===== config.mk =====
export PLATFORM = sky130hd
export DESIGN_NAME = fifo_tx_flat
export DESIGN_NICKNAME = d
export VERILOG_FILES = /design/src/rtl/fifo_tx_if.sv /design/src/rtl/fifo_tx.sv /design/src/flat_wrapper.sv
export SDC_FILE = /design/constraint.sdc
export NUM_CORES = 1
export LEC_CHECK = 0
export ABC_CLOCK_PERIOD_IN_PS = 5000
export CORE_MARGIN = 1.5
export CORE_UTILIZATION = 60
export DETAILED_ROUTE_END_ITERATION = 8
export PLACE_DENSITY_LB_ADDON = 0.2
export REMOVE_ABC_BUFFERS = 1
export SYNTH_ARGS = -nofsm -noshare
export SYNTH_HDL_FRONTEND = slang
export SYNTH_SLANG_ARGS = --single-unit
export TNS_END_PERCENT = 10

===== constraint.sdc =====
create_clock -name clk -period 5 [get_ports clk]
set_input_delay 0.75 -clock clk [delete_from_list [all_inputs] [get_ports clk]]
set_output_delay 0.75 -clock clk [all_outputs]
set_load 0.1 [all_outputs]

===== src/rtl/fifo_tx_if.sv =====
// fifo_tx_if: host-write / MAC-read bundle for the transmit FIFO.
interface fifo_tx_if #(parameter int DATA_WIDTH = 8, parameter int ADDR_WIDTH = 4);
  logic [DATA_WIDTH-1:0] data_in;
  logic                  last_in;
  logic                  write_enable;
  logic                  read_enable;
  logic [DATA_WIDTH-1:0] data_out;
  logic                  last_out;
  logic                  out_valid;
  logic                  full_flag;
  logic                  empty_flag;
  logic [ADDR_WIDTH:0]   frame_count;
  logic                  overflow;
  modport master (
    output data_in, last_in, write_enable, read_enable,
    input  data_out, last_out, out_valid, full_flag, empty_flag, frame_count, overflow
  );
  modport slave (
    input  data_in, last_in, write_enable, read_enable,
    output data_out, last_out, out_valid, full_flag, empty_flag, frame_count, overflow
  );
endinterface


===== src/rtl/fifo_tx.sv =====
// fifo_tx: transmit byte FIFO with frame tracking; define FIFO_TX_STORE_FWD_EN for
// store-and-forward (only committed frames readable, overflowed frames rewound and dropped).
module fifo_tx #(
  parameter int DATA_WIDTH = 8,
  parameter int DEPTH      = 16,
  parameter int ADDR_WIDTH = 4
) (
  input logic         clk,
  input logic         rst_n,
  fifo_tx_if.slave    bus
);
  typedef enum logic [1:0] {W_IDLE, W_FRAME, W_DROP} wstate_t;
  localparam logic [ADDR_WIDTH:0] FULL_CNT = (ADDR_WIDTH+1)'(DEPTH);
  logic [DATA_WIDTH:0]   mem [DEPTH];
  logic [ADDR_WIDTH:0]   wr_ptr_q, wr_ptr_d, rd_ptr_q, rd_ptr_d;
  logic [ADDR_WIDTH:0]   frame_count_q, frame_count_d;
  logic [DATA_WIDTH-1:0] data_out_q, data_out_d;
  logic                  last_out_q, last_out_d, out_valid_q, out_valid_d, overflow_q, overflow_d;
  wstate_t               state_q, state_d;
  logic                  full, empty, wr_acc, rd_acc, ovf_ev;
  logic [DATA_WIDTH:0]   rd_word;
`ifdef FIFO_TX_STORE_FWD_EN
  logic [ADDR_WIDTH:0]   commit_ptr_q, commit_ptr_d;
`endif
  always_comb begin
    full          = (wr_ptr_q - rd_ptr_q) == FULL_CNT;
`ifdef FIFO_TX_STORE_FWD_EN
    empty         = rd_ptr_q == commit_ptr_q;
`else
    empty         = rd_ptr_q == wr_ptr_q;
`endif
    wr_acc        = bus.write_enable && !full && state_q != W_DROP;
    ovf_ev        = bus.write_enable && full && state_q != W_DROP;
    rd_acc        = bus.read_enable && !empty;
    rd_word       = mem[rd_ptr_q[ADDR_WIDTH-1:0]];
    rd_ptr_d      = rd_acc ? rd_ptr_q + 1'b1 : rd_ptr_q;
    data_out_d    = rd_acc ? rd_word[DATA_WIDTH-1:0] : data_out_q;
    last_out_d    = rd_acc ? rd_word[DATA_WIDTH] : last_out_q;
    out_valid_d   = rd_acc;
    overflow_d    = ovf_ev;
    frame_count_d = frame_count_q + (ADDR_WIDTH+1)'(wr_acc && bus.last_in)
                                  - (ADDR_WIDTH+1)'(rd_acc && rd_word[DATA_WIDTH]);
`ifdef FIFO_TX_STORE_FWD_EN
    commit_ptr_d  = (wr_acc && bus.last_in) ? wr_ptr_q + 1'b1 : commit_ptr_q;
    wr_ptr_d      = wr_acc ? wr_ptr_q + 1'b1 : ovf_ev ? commit_ptr_q : wr_ptr_q;
    state_d       = ovf_ev ? (bus.last_in ? W_IDLE : W_DROP) :
                    state_q == W_DROP ? ((bus.write_enable && bus.last_in) ? W_IDLE : W_DROP) :
                    wr_acc ? (bus.last_in ? W_IDLE : W_FRAME) : state_q;
`else
    // Cut-through drops only the offending byte, so the frame state is untouched on overflow.
    wr_ptr_d      = wr_acc ? wr_ptr_q + 1'b1 : wr_ptr_q;
    state_d       = wr_acc ? (bus.last_in ? W_IDLE : W_FRAME) : state_q;
`endif
  end
  always_ff @(posedge clk) if (wr_acc) mem[wr_ptr_q[ADDR_WIDTH-1:0]] <= {bus.last_in, bus.data_in};
  always_ff @(posedge clk or negedge rst_n) begin
    if (!rst_n) begin
      wr_ptr_q      <= '0;
      rd_ptr_q      <= '0;
      frame_count_q <= '0;
      data_out_q    <= '0;
      last_out_q    <= 1'b0;
      out_valid_q   <= 1'b0;
      overflow_q    <= 1'b0;
      state_q       <= W_IDLE;
`ifdef FIFO_TX_STORE_FWD_EN
      commit_ptr_q  <= '0;
`endif
    end else begin
      wr_ptr_q      <= wr_ptr_d;
      rd_ptr_q      <= rd_ptr_d;
      frame_count_q <= frame_count_d;
      data_out_q    <= data_out_d;
      last_out_q    <= last_out_d;
      out_valid_q   <= out_valid_d;
      overflow_q    <= overflow_d;
      state_q       <= state_d;
`ifdef FIFO_TX_STORE_FWD_EN
      commit_ptr_q  <= commit_ptr_d;
`endif
    end
  end
  assign bus.data_out    = data_out_q;
  assign bus.last_out    = last_out_q;
  assign bus.out_valid   = out_valid_q;
  assign bus.overflow    = overflow_q;
  assign bus.frame_count = frame_count_q;
  assign bus.full_flag   = full;
  assign bus.empty_flag  = empty;
endmodule


===== src/flat_wrapper.sv =====
// flat-port wrapper written by rule: the top's interface ports become plain ports
module fifo_tx_flat 
#(
  parameter int DATA_WIDTH = 8,
  parameter int DEPTH      = 16,
  parameter int ADDR_WIDTH = 4
)
  (clk, rst_n, bus_data_in, bus_last_in, bus_write_enable, bus_read_enable, bus_data_out, bus_last_out, bus_out_valid, bus_full_flag, bus_empty_flag, bus_frame_count, bus_overflow);
  fifo_tx_if #(.DATA_WIDTH(DATA_WIDTH), .ADDR_WIDTH(ADDR_WIDTH)) bus_i ();
  input logic clk;
  input logic rst_n;
  input wire logic [$bits(bus_i.data_in)-1:0] bus_data_in;
  input wire logic [$bits(bus_i.last_in)-1:0] bus_last_in;
  input wire logic [$bits(bus_i.write_enable)-1:0] bus_write_enable;
  input wire logic [$bits(bus_i.read_enable)-1:0] bus_read_enable;
  output wire logic [$bits(bus_i.data_out)-1:0] bus_data_out;
  output wire logic [$bits(bus_i.last_out)-1:0] bus_last_out;
  output wire logic [$bits(bus_i.out_valid)-1:0] bus_out_valid;
  output wire logic [$bits(bus_i.full_flag)-1:0] bus_full_flag;
  output wire logic [$bits(bus_i.empty_flag)-1:0] bus_empty_flag;
  output wire logic [$bits(bus_i.frame_count)-1:0] bus_frame_count;
  output wire logic [$bits(bus_i.overflow)-1:0] bus_overflow;
  assign bus_i.data_in = bus_data_in;
  assign bus_i.last_in = bus_last_in;
  assign bus_i.write_enable = bus_write_enable;
  assign bus_i.read_enable = bus_read_enable;
  assign bus_data_out = bus_i.data_out;
  assign bus_last_out = bus_i.last_out;
  assign bus_out_valid = bus_i.out_valid;
  assign bus_full_flag = bus_i.full_flag;
  assign bus_empty_flag = bus_i.empty_flag;
  assign bus_frame_count = bus_i.frame_count;
  assign bus_overflow = bus_i.overflow;
  fifo_tx #(.DATA_WIDTH(DATA_WIDTH), .DEPTH(DEPTH), .ADDR_WIDTH(ADDR_WIDTH)) u_core (.clk(clk), .rst_n(rst_n), .bus(bus_i));
endmodule

Yosys cells after proc, flatten, opt, wreduce, memory -nomap -nowiden. Memory sizes are Yosys's and may differ from the RTL's. Cells that the tools add are included.

Equality and inequality tests: 3. $add $sub $neg: 5. Multiplexer cells: 3. Reduce and logical (&&, ||, !) cells: 9.

Operator list (count): $add A5 B1 Y5 const B (2); $logic_and A1 B1 Y1 (7); $add A5 B1 Y5 (1); $eq A5 B5 Y1 (1); $eq A5 B5 Y1 const B (1); $sub A5 B1 Y5 (1); $sub A5 B5 Y5 (1); $mux W1 (3); $logic_not A1 Y1 (2); $ne A2 B2 Y1 const B (1).

Bits in registers: 28. Word-level logic and storage cells: 29. Memories: 1. Bits in writable memories: 144.

Memories: u_core.mem (depth 16, width 9, read ports 1, clocked after memory_dff 0, wr ports 1, RTL line fifo_tx.sv:14) `logic [DATA_WIDTH:0] mem [DEPTH];`.

Logic depth before layout (Yosys ltp). Gate-level depths: netlist of run 1.

Word-level depth: 8. Gate-level depth with buffers: 19. Depth with buffers taken out: 17.

Worst setup path before layout of run 1. Ideal clock, no wire load.

Kind: register -> register. From: register u_core.rd_ptr_q[1]. To: register u_core.frame_count_q[4] (netlist: u_core.bus.frame_count[4]). Buffers on the path: 2. Arrival: 5.682 ns. Cell stages (with the launch flop): 20. Path slack: -0.810 ns. Cells stage by stage: dfrtp_1 > clkbuf_1 > buf_1 > inv_1 > ha_1 > nand2_1 > nor3_1 > nand2b_1 > clkinv_1 > nand2_1 > o22ai_1 > ha_1 > inv_1 > ha_1 > inv_1 > fa_1 > inv_1 > a21o_1 > a21oi_1 > xnor2_1.

Elaborated cells on any way between the ends: 13.

RTL lines: from (decl) (RTL line fifo_tx.sv:15) `logic [ADDR_WIDTH:0] wr_ptr_q, wr_ptr_d, rd_ptr_q, rd_ptr_d;`; from (signal assigned) (RTL line fifo_tx.sv:71) `rd_ptr_q <= rd_ptr_d;`; $eq A5 B5 Y1 (RTL line fifo_tx.sv:30) `empty = rd_ptr_q == wr_ptr_q;`; via bus_empty_flag (RTL line flat_wrapper.sv:20) `output wire logic [$bits(bus_i.empty_flag)-1:0] bus_empty_flag;`; $logic_not A1 Y1 (RTL line fifo_tx.sv:34) `rd_acc = bus.read_enable && !empty;`; $logic_and A1 B1 Y1 (RTL line fifo_tx.sv:34); via u_core.out_valid_d (RTL line fifo_tx.sv:18) `logic last_out_q, last_out_d, out_valid_q, out_valid_d, overflow_q, overflow_d;`; $logic_and A1 B1 Y1 (RTL line fifo_tx.sv:42) `- (ADDR_WIDTH+1)'(rd_acc && rd_word[DATA_WIDTH]);`; $sub A5 B1 Y5 (RTL line fifo_tx.sv:42); via u_core.frame_count_d[4] (RTL line fifo_tx.sv:16) `logic [ADDR_WIDTH:0] frame_count_q, frame_count_d;`; to (signal assigned) (RTL line fifo_tx.sv:72) `frame_count_q <= frame_count_d;`; to (decl) (RTL line fifo_tx.sv:16).

The timed path passes the listed nets, and every way through them passes these cells. A chain may end at the register's enable or synchronous reset.

Worst setup path in the final report of run 1.
From: register u_core.rd_ptr_q[2]. To: register u_core.frame_count_q[4] (netlist: u_core.bus.frame_count[4]).

Elaborated cells on any way between the ends: 13.

RTL lines (RTL line): $eq A5 B5 Y1 (fifo_tx.sv:30); $logic_not A1 Y1 (fifo_tx.sv:34); $logic_and A1 B1 Y1 (fifo_tx.sv:34); via u_core.out_valid_d (fifo_tx.sv:18); $logic_and A1 B1 Y1 (fifo_tx.sv:42); $sub A5 B1 Y5 (fifo_tx.sv:42); via u_core.frame_count_d[4] (fifo_tx.sv:16).

The timed path passes the listed nets, and every way through them passes these cells.

==> results of run 1 <==
layer usage:
layer / vias to the layer above / global-route usage
met5: - / 0
met4: 0 / 0.09060
met3: 23 / 0.05686
met2: 140 / 0.3815
met1: 1859 / 0.3356
li1: 1640 / -
cells by family (layout without fill, tap and decap cells):
logic type	Yosys count	in the layout	share of synthesized area
compound gates	33	33	0.03886
xor+xnor	13	13	0.01737
fa+ha+maj	15	15	0.02794
buf+inv	33	103	0.01845
flops	170	170	0.7120
mux	55	55	0.1434
simple gates	63	63	0.04191
state kept, by name, indices dropped and copies added (netlist names):
name                    flops
u_core.bus.frame_count      5
u_core.bus.out_valid        1
u_core.mem                144
u_core.bus.data_out         8
u_core.wr_ptr_q             5
u_core.bus.overflow         1
u_core.bus.last_out         1
u_core.rd_ptr_q             5
final cells by class:
class / instances / area, sq um
sequential: 170 / 4976
clock buffer: 20 / 446.7
inverter: 21 / 78.83
timing repair buffer: 50 / 457.9
clock inverter: 12 / 98.84
multi-input combinational: 179 / 1902
tap: 143 / 178.9
fill: 719 / 3231
stage by stage:
stage                     TNS [ns]  hold slack, ns    util
after floorplan             -10.46          0.4544       -
after global placement           0          0.4816  0.6679
after detailed placement         0          0.4926  0.6679
after CTS                        0          0.5058  0.7159
after global routing             0          0.5339  0.7159
final                            0          0.5074  0.7159
final timing paths:
kind / startpoint / to / slack, ns
max: u_core.rd_ptr_q[2] / u_core.bus.frame_count[4] / 1.11
min: u_core.rd_ptr_q[4] / u_core.rd_ptr_q[4] / 0.51
max reg2reg: u_core.rd_ptr_q[2] / u_core.bus.frame_count[4] / 1.11
min reg2reg: u_core.rd_ptr_q[4] / u_core.rd_ptr_q[4] / 0.51
max in group asynchronous: rst_n / u_core.rd_ptr_q[0] / 4.03
min in group asynchronous: rst_n / u_core.wr_ptr_q[1] / 0.69
where the power goes:
part	total [mW]	internal, mW	leakage, nW	switching [mW]
registers	1.90	1.78	1.61	0.127
logic	2.28	0.822	0.997	1.46
clock network	1.21	0.693	0.263	0.518
critical path, stage by stage, from the launching register on:
cell and delay (ns):
dfrtp_1 0.41, inv_1 0.08, ha_1 0.40, nand2_1 0.10
nor3_1 0.23, nand2b_1 0.42, clkinv_1 0.29, nand2_1 0.33
o22ai_1 0.15, ha_1 0.28, inv_1 0.06, ha_1 0.16
inv_1 0.06, fa_1 0.40, inv_1 0.07, a21o_1 0.12
a21oi_1 0.08, xnor2_1 0.12
cells in the final DEF (no fill, tap or decap), types with 2 or more instances in the layout:
master	count
edfxtp_1	144
mux4_2	36
clkdlybuf4s50_1	28
nand2_1	27
dfrtp_1	25
buf_4	21
inv_1	19
mux2i_1	18
clkbuf_16	17
nor3_1	15
ha_1	14
xnor2_1	10
o221ai_1	9
a21oi_1	7
clkinv_2	5
nand3_1	4
nor2_1	4
a211o_1	4
nand4_1	3
nor4_2	3
clkinvlp_4	3
nand2b_1	2
nor2b_1	2
xor2_1	2
clkinv_1	2
a21o_1	2
a31oi_1	2
clkbuf_1	2
==> impl_metrics.ini, run 1 <==
[worst_setup_path]
reg2regPathDepth = 17
cp.required_ns = 5.30
criticalPathCategory = flop to flop
start_kind = flop
path_max_fanout = 11
cp-end-kind = flop
arrival_ns = 4.20

[timing]
setup_ws_ns = 1.109
period_share = 0.7783
min_period_ns = 3.891
hold_viol = 0
rsz0062_at_grt = no
fin_skew_ns = 0.009851
final-max-slew-violation-count = 0
fmax_mhz = 257.0
slew_headroom = 0.3414
tightest_slew_ns = 0.9849
setup_violations = 0

[synthesis]
syn_avg_cell_area_sq_um = 18.29
async_flop_share = 0.1529
synth_area_sq_mm = 0.006987
yosysTopAreaCell = edfxtp_1
yosysUniqueCellTypes = 40
synth-seq-cells = 170
yosysMostFrequentCell = edfxtp_1
netlist_top_cells_area = edfxtp_1 62%, mux4_2 12%, dfrtp_1 9.3%
ys_seq_area_frac = 0.7120
synth_top_area_frac = 0.6189
synth.top_cells.by_count = 144 x edfxtp_1, 36 x mux4_2, 27 x nand2_1
synth_edf_count = 144
ys.flop_type = edfxtp_1
postSynthCellCount = 382
yosysWarnings = 0

[floorplan]
dieWidth_microns = 110.9
fp.coreArea_sq_mm = 0.01137
start_util = 0.6145
pin_count = 31
fp-row-count = 39
dieArea_sq_mm = 0.01230
die_y_microns = 110.9

[min_path]
hold_path_depth = 1
hold_path.class = flop to flop

[pwr]
p_leak_nw = 2.871
fin_total_pwr_mw = 5.393
powerDensity_mw_per_mm2 = 662.6
vdd.ir_drop.worst_mv = 0.5521

[routing]
viasPerCell = 6.155
vias = 3662
drtIter0Drc = 350
ant_nets = 0
highest_layer = met4
dr.pass1.iters = 5
wl_met3_microns = 889
wl_mm = 13.63
wl_met1_mm = 5.802
remaining_drc_errors = 0
route.met2.wl_mm = 6.687
wl_per_cell_microns = 22.91

[global_route]
grt_pass1_wl_mm = 21.33
overflow = 0
grt_start_max_net_pins = 40
grt.total_usage = 0.2420
antenna_found_initial = 0
grt_pass1_vias = 3784

[clocking]
htreeDepth = 4
clock_latency_ns = 0.42
hold_buffers = 0
tritoncts = built
clkTransAtPathRegs_ns = 0.06
cts_resized = 0
clk_path_buf_depth = 2
numCtsBuffers = 17
root_buffer = clkbuf_16
post-cts-setup-buffers = 0
cts_sinks = 170

[layout]
num_antenna_cells = 0
synthToLayoutAreaGrowth_pct = 16.49
instances_no_fill = 595
fin_area_sq_mm = 0.008139
finalNetCount = 467
drive_above_1_share = 0.2124

[job]
max_cap_violations = 0

[placement]
place_inst = 563
place_area_sq_mm = 0.007594
dpl_worst_slack_ns = 1.153
dp_hpwl_mm = 8.448
place.gp.congestion = 0.8662
io_buffers = 30

[status]
status = finished, final reports clean
No activity file was read; power rests on OpenSTA's default activity.
==> inputs of run 2 (changes only) <==
- ABC_CLOCK_PERIOD_IN_PS: 5000 -> 3800
- clock period: 5 -> 3.8 ns (I/O delays scaled with it)
==> run 2 against run 1 <==
Effect of this change:
- hold slack gained 0.0076 ns
- first-iteration DRC count up 8.0%
- critical path depth is 11 lower
- design area is 1.7% higher
- combinational power increased by 35%
- non-clock buffer count increased by 5
- sequential share of layout area down 1.0 points
- register-to-register slack got worse by 0.74 ns
- clock power increased by 50%
==> impl_metrics.ini, run 2 (synthesis gave the netlist of run 1 again) <==
[layout]
finalNetCount = 472
drive_above_1_share = 0.2276
mostFrequentLayoutCells = 144 x edfxtp_1, 36 x mux4_2, 28 x clkdlybuf4s50_1
num_antenna_cells = 0
final_common_cell = edfxtp_1
instances_no_fill = 600
final_util = 0.7277
synthToLayoutAreaGrowth_pct = 18.43
largest_register_ffs = 144
fin_area_sq_mm = 0.008274

[worst_setup_path]
worstPathCellList = ha_1 -> nor2b_1 -> o21bai_1 -> nand4_1 -> a21oi_2 -> buf_12
cp_top_family = compound AO/OA/AOI/OAI gates
cp_slowest_stage_delay_ns = 0.80
criticalPathCategory = flop to primary output
crit_buf_inv = 1
slowest_stage = a21oi_2
start_kind = flop
path_max_fanout = 17
cp-end-kind = primary output
cp.required_ns = 3.23
arrival_ns = 3.05

[routing]
remaining_drc_errors = 0
drtIter0Drc = 378
vias = 3766
wl_mm = 14.13
wl_per_cell_microns = 23.56
ant_nets = 0
viasPerCell = 6.277
dr.pass1.iters = 7

[clocking]
hold_buffers = 0
cts_sinks = 170
clock_latency_ns = 0.42
tritoncts = built
numCtsBuffers = 17
root_buffer = clkbuf_16
clkTransAtPathRegs_ns = 0.06
htreeDepth = 4
clk_path_buf_depth = 2
cts_resized = 0
post-cts-setup-buffers = 0

[floorplan]
dieWidth_microns = 110.9
fp.coreArea_sq_mm = 0.01137
die_y_microns = 110.9
dieArea_sq_mm = 0.01230
fp-row-count = 39
start_util = 0.6145
pin_count = 31

[timing]
holdWs_ns = 0.5151
final-max-slew-violation-count = 0
min_period_ns = 3.620
setup_ws_ns = 0.1802
slew_headroom = 0.3475
hold_viol = 0
fin_tns_setup_ns = 0
tightest_slew_ns = 0.9756
fin_skew_ns = 0.008713
fmax_mhz = 276.3
setup_violations = 0
rsz0062_at_grt = no
period_share = 0.9526

[status]
status = finished, final reports clean

[global_route]
grt_start_max_net_pins = 39
overflow = 0
antenna_found_initial = 0
grt_pass1_wl_mm = 22.20
grt.total_usage = 0.2500
grt_pass1_vias = 3901

[pwr]
p_leak_nw = 2.945
fin_total_pwr_mw = 7.390
vdd.ir_drop.worst_mv = 0.6968
powerDensity_mw_per_mm2 = 893.2

[placement]
io_buffers = 30
dpl_worst_slack_ns = 0.2878
dp_hpwl_mm = 8.685
place_inst = 568
place_area_sq_mm = 0.007652
place.gp.congestion = 0.8527

[job]
max_cap_violations = 0

[min_path]
hold_path.class = flop to flop
==> run 2: cell count changes in the layout (fill, tap and decap cells not counted), moves of 2 or more <==
| cell | previous run | this run |
|---|---|---|
| bufinv_16 | 1 | 4 |
| clkinvlp_4 | 3 | 0 |
| buf_4 | 21 | 25 |
| inv_6 | 1 | 4 |
| clkbuf_1 | 2 | 0 |
==> run 2: layer usage <==
metal | vias to the layer above | track usage | part of all wire
met2 | 150 | 0.3922 | 0.52
met1 | 1944 | 0.3508 | 0.41
li1 | 1649 | - | -
met3 | 23 | 0.05030 | 0.055
met4 | 0 | 0.1017 | 0.017
met5 | - | 0 | 0
==> run 2: final timing paths <==
path,startpoint,to,slack (ns),depth (start not counted)
setup / recovery,u_core.wr_ptr_q[1],bus_full_flag,0.18,6
hold / removal,u_core.rd_ptr_q[4],u_core.rd_ptr_q[4],0.52,1
setup reg to reg,u_core.rd_ptr_q[2],u_core.bus.frame_count[4],0.37,19
hold reg to reg,u_core.rd_ptr_q[4],u_core.rd_ptr_q[4],0.52,1
max in group asynchronous,rst_n,u_core.bus.data_out[3],2.48,2
min in group asynchronous,rst_n,u_core.wr_ptr_q[4],0.63,1
==> run 2: area by class of cell <==
cell class / instances / area, sq um
Inverter: 21 / 78.83
Timing Repair Buffer: 55 / 508.0
Clock inverter: 15 / 193.9
Multi-Input combinational cell: 179 / 1913
Fill cell: 698 / 3095
Clock buffer: 17 / 425.4
Sequential cell: 170 / 4976
Tap cell: 143 / 178.9
==> run 2: worst reg2reg max path, cell delays in order, from the launching register on <==
cell and delay, ns:
dfrtp_1 0.43, inv_1 0.09, ha_2 0.39, nand2_1 0.09, nor3_1 0.20, buf_4 0.16
nand2b_1 0.13, inv_2 0.08, nand2_1 0.07, buf_4 0.16, o22ai_1 0.10, ha_1 0.28
inv_1 0.06, ha_1 0.18, inv_1 0.06, fa_1 0.40, inv_1 0.09, a21o_1 0.13
a21oi_1 0.08, xnor2_1 0.13
==> run 2: where the power goes <==
part | switching (mW) | leakage, nW | total [mW] | internal, mW
clock network | 0.708 | 0.309 | 1.81 | 1.10
registers | 0.175 | 1.61 | 2.51 | 2.34
logic | 1.95 | 1.03 | 3.07 | 1.12
total | 2.83 | 2.95 | 7.39 | 4.56
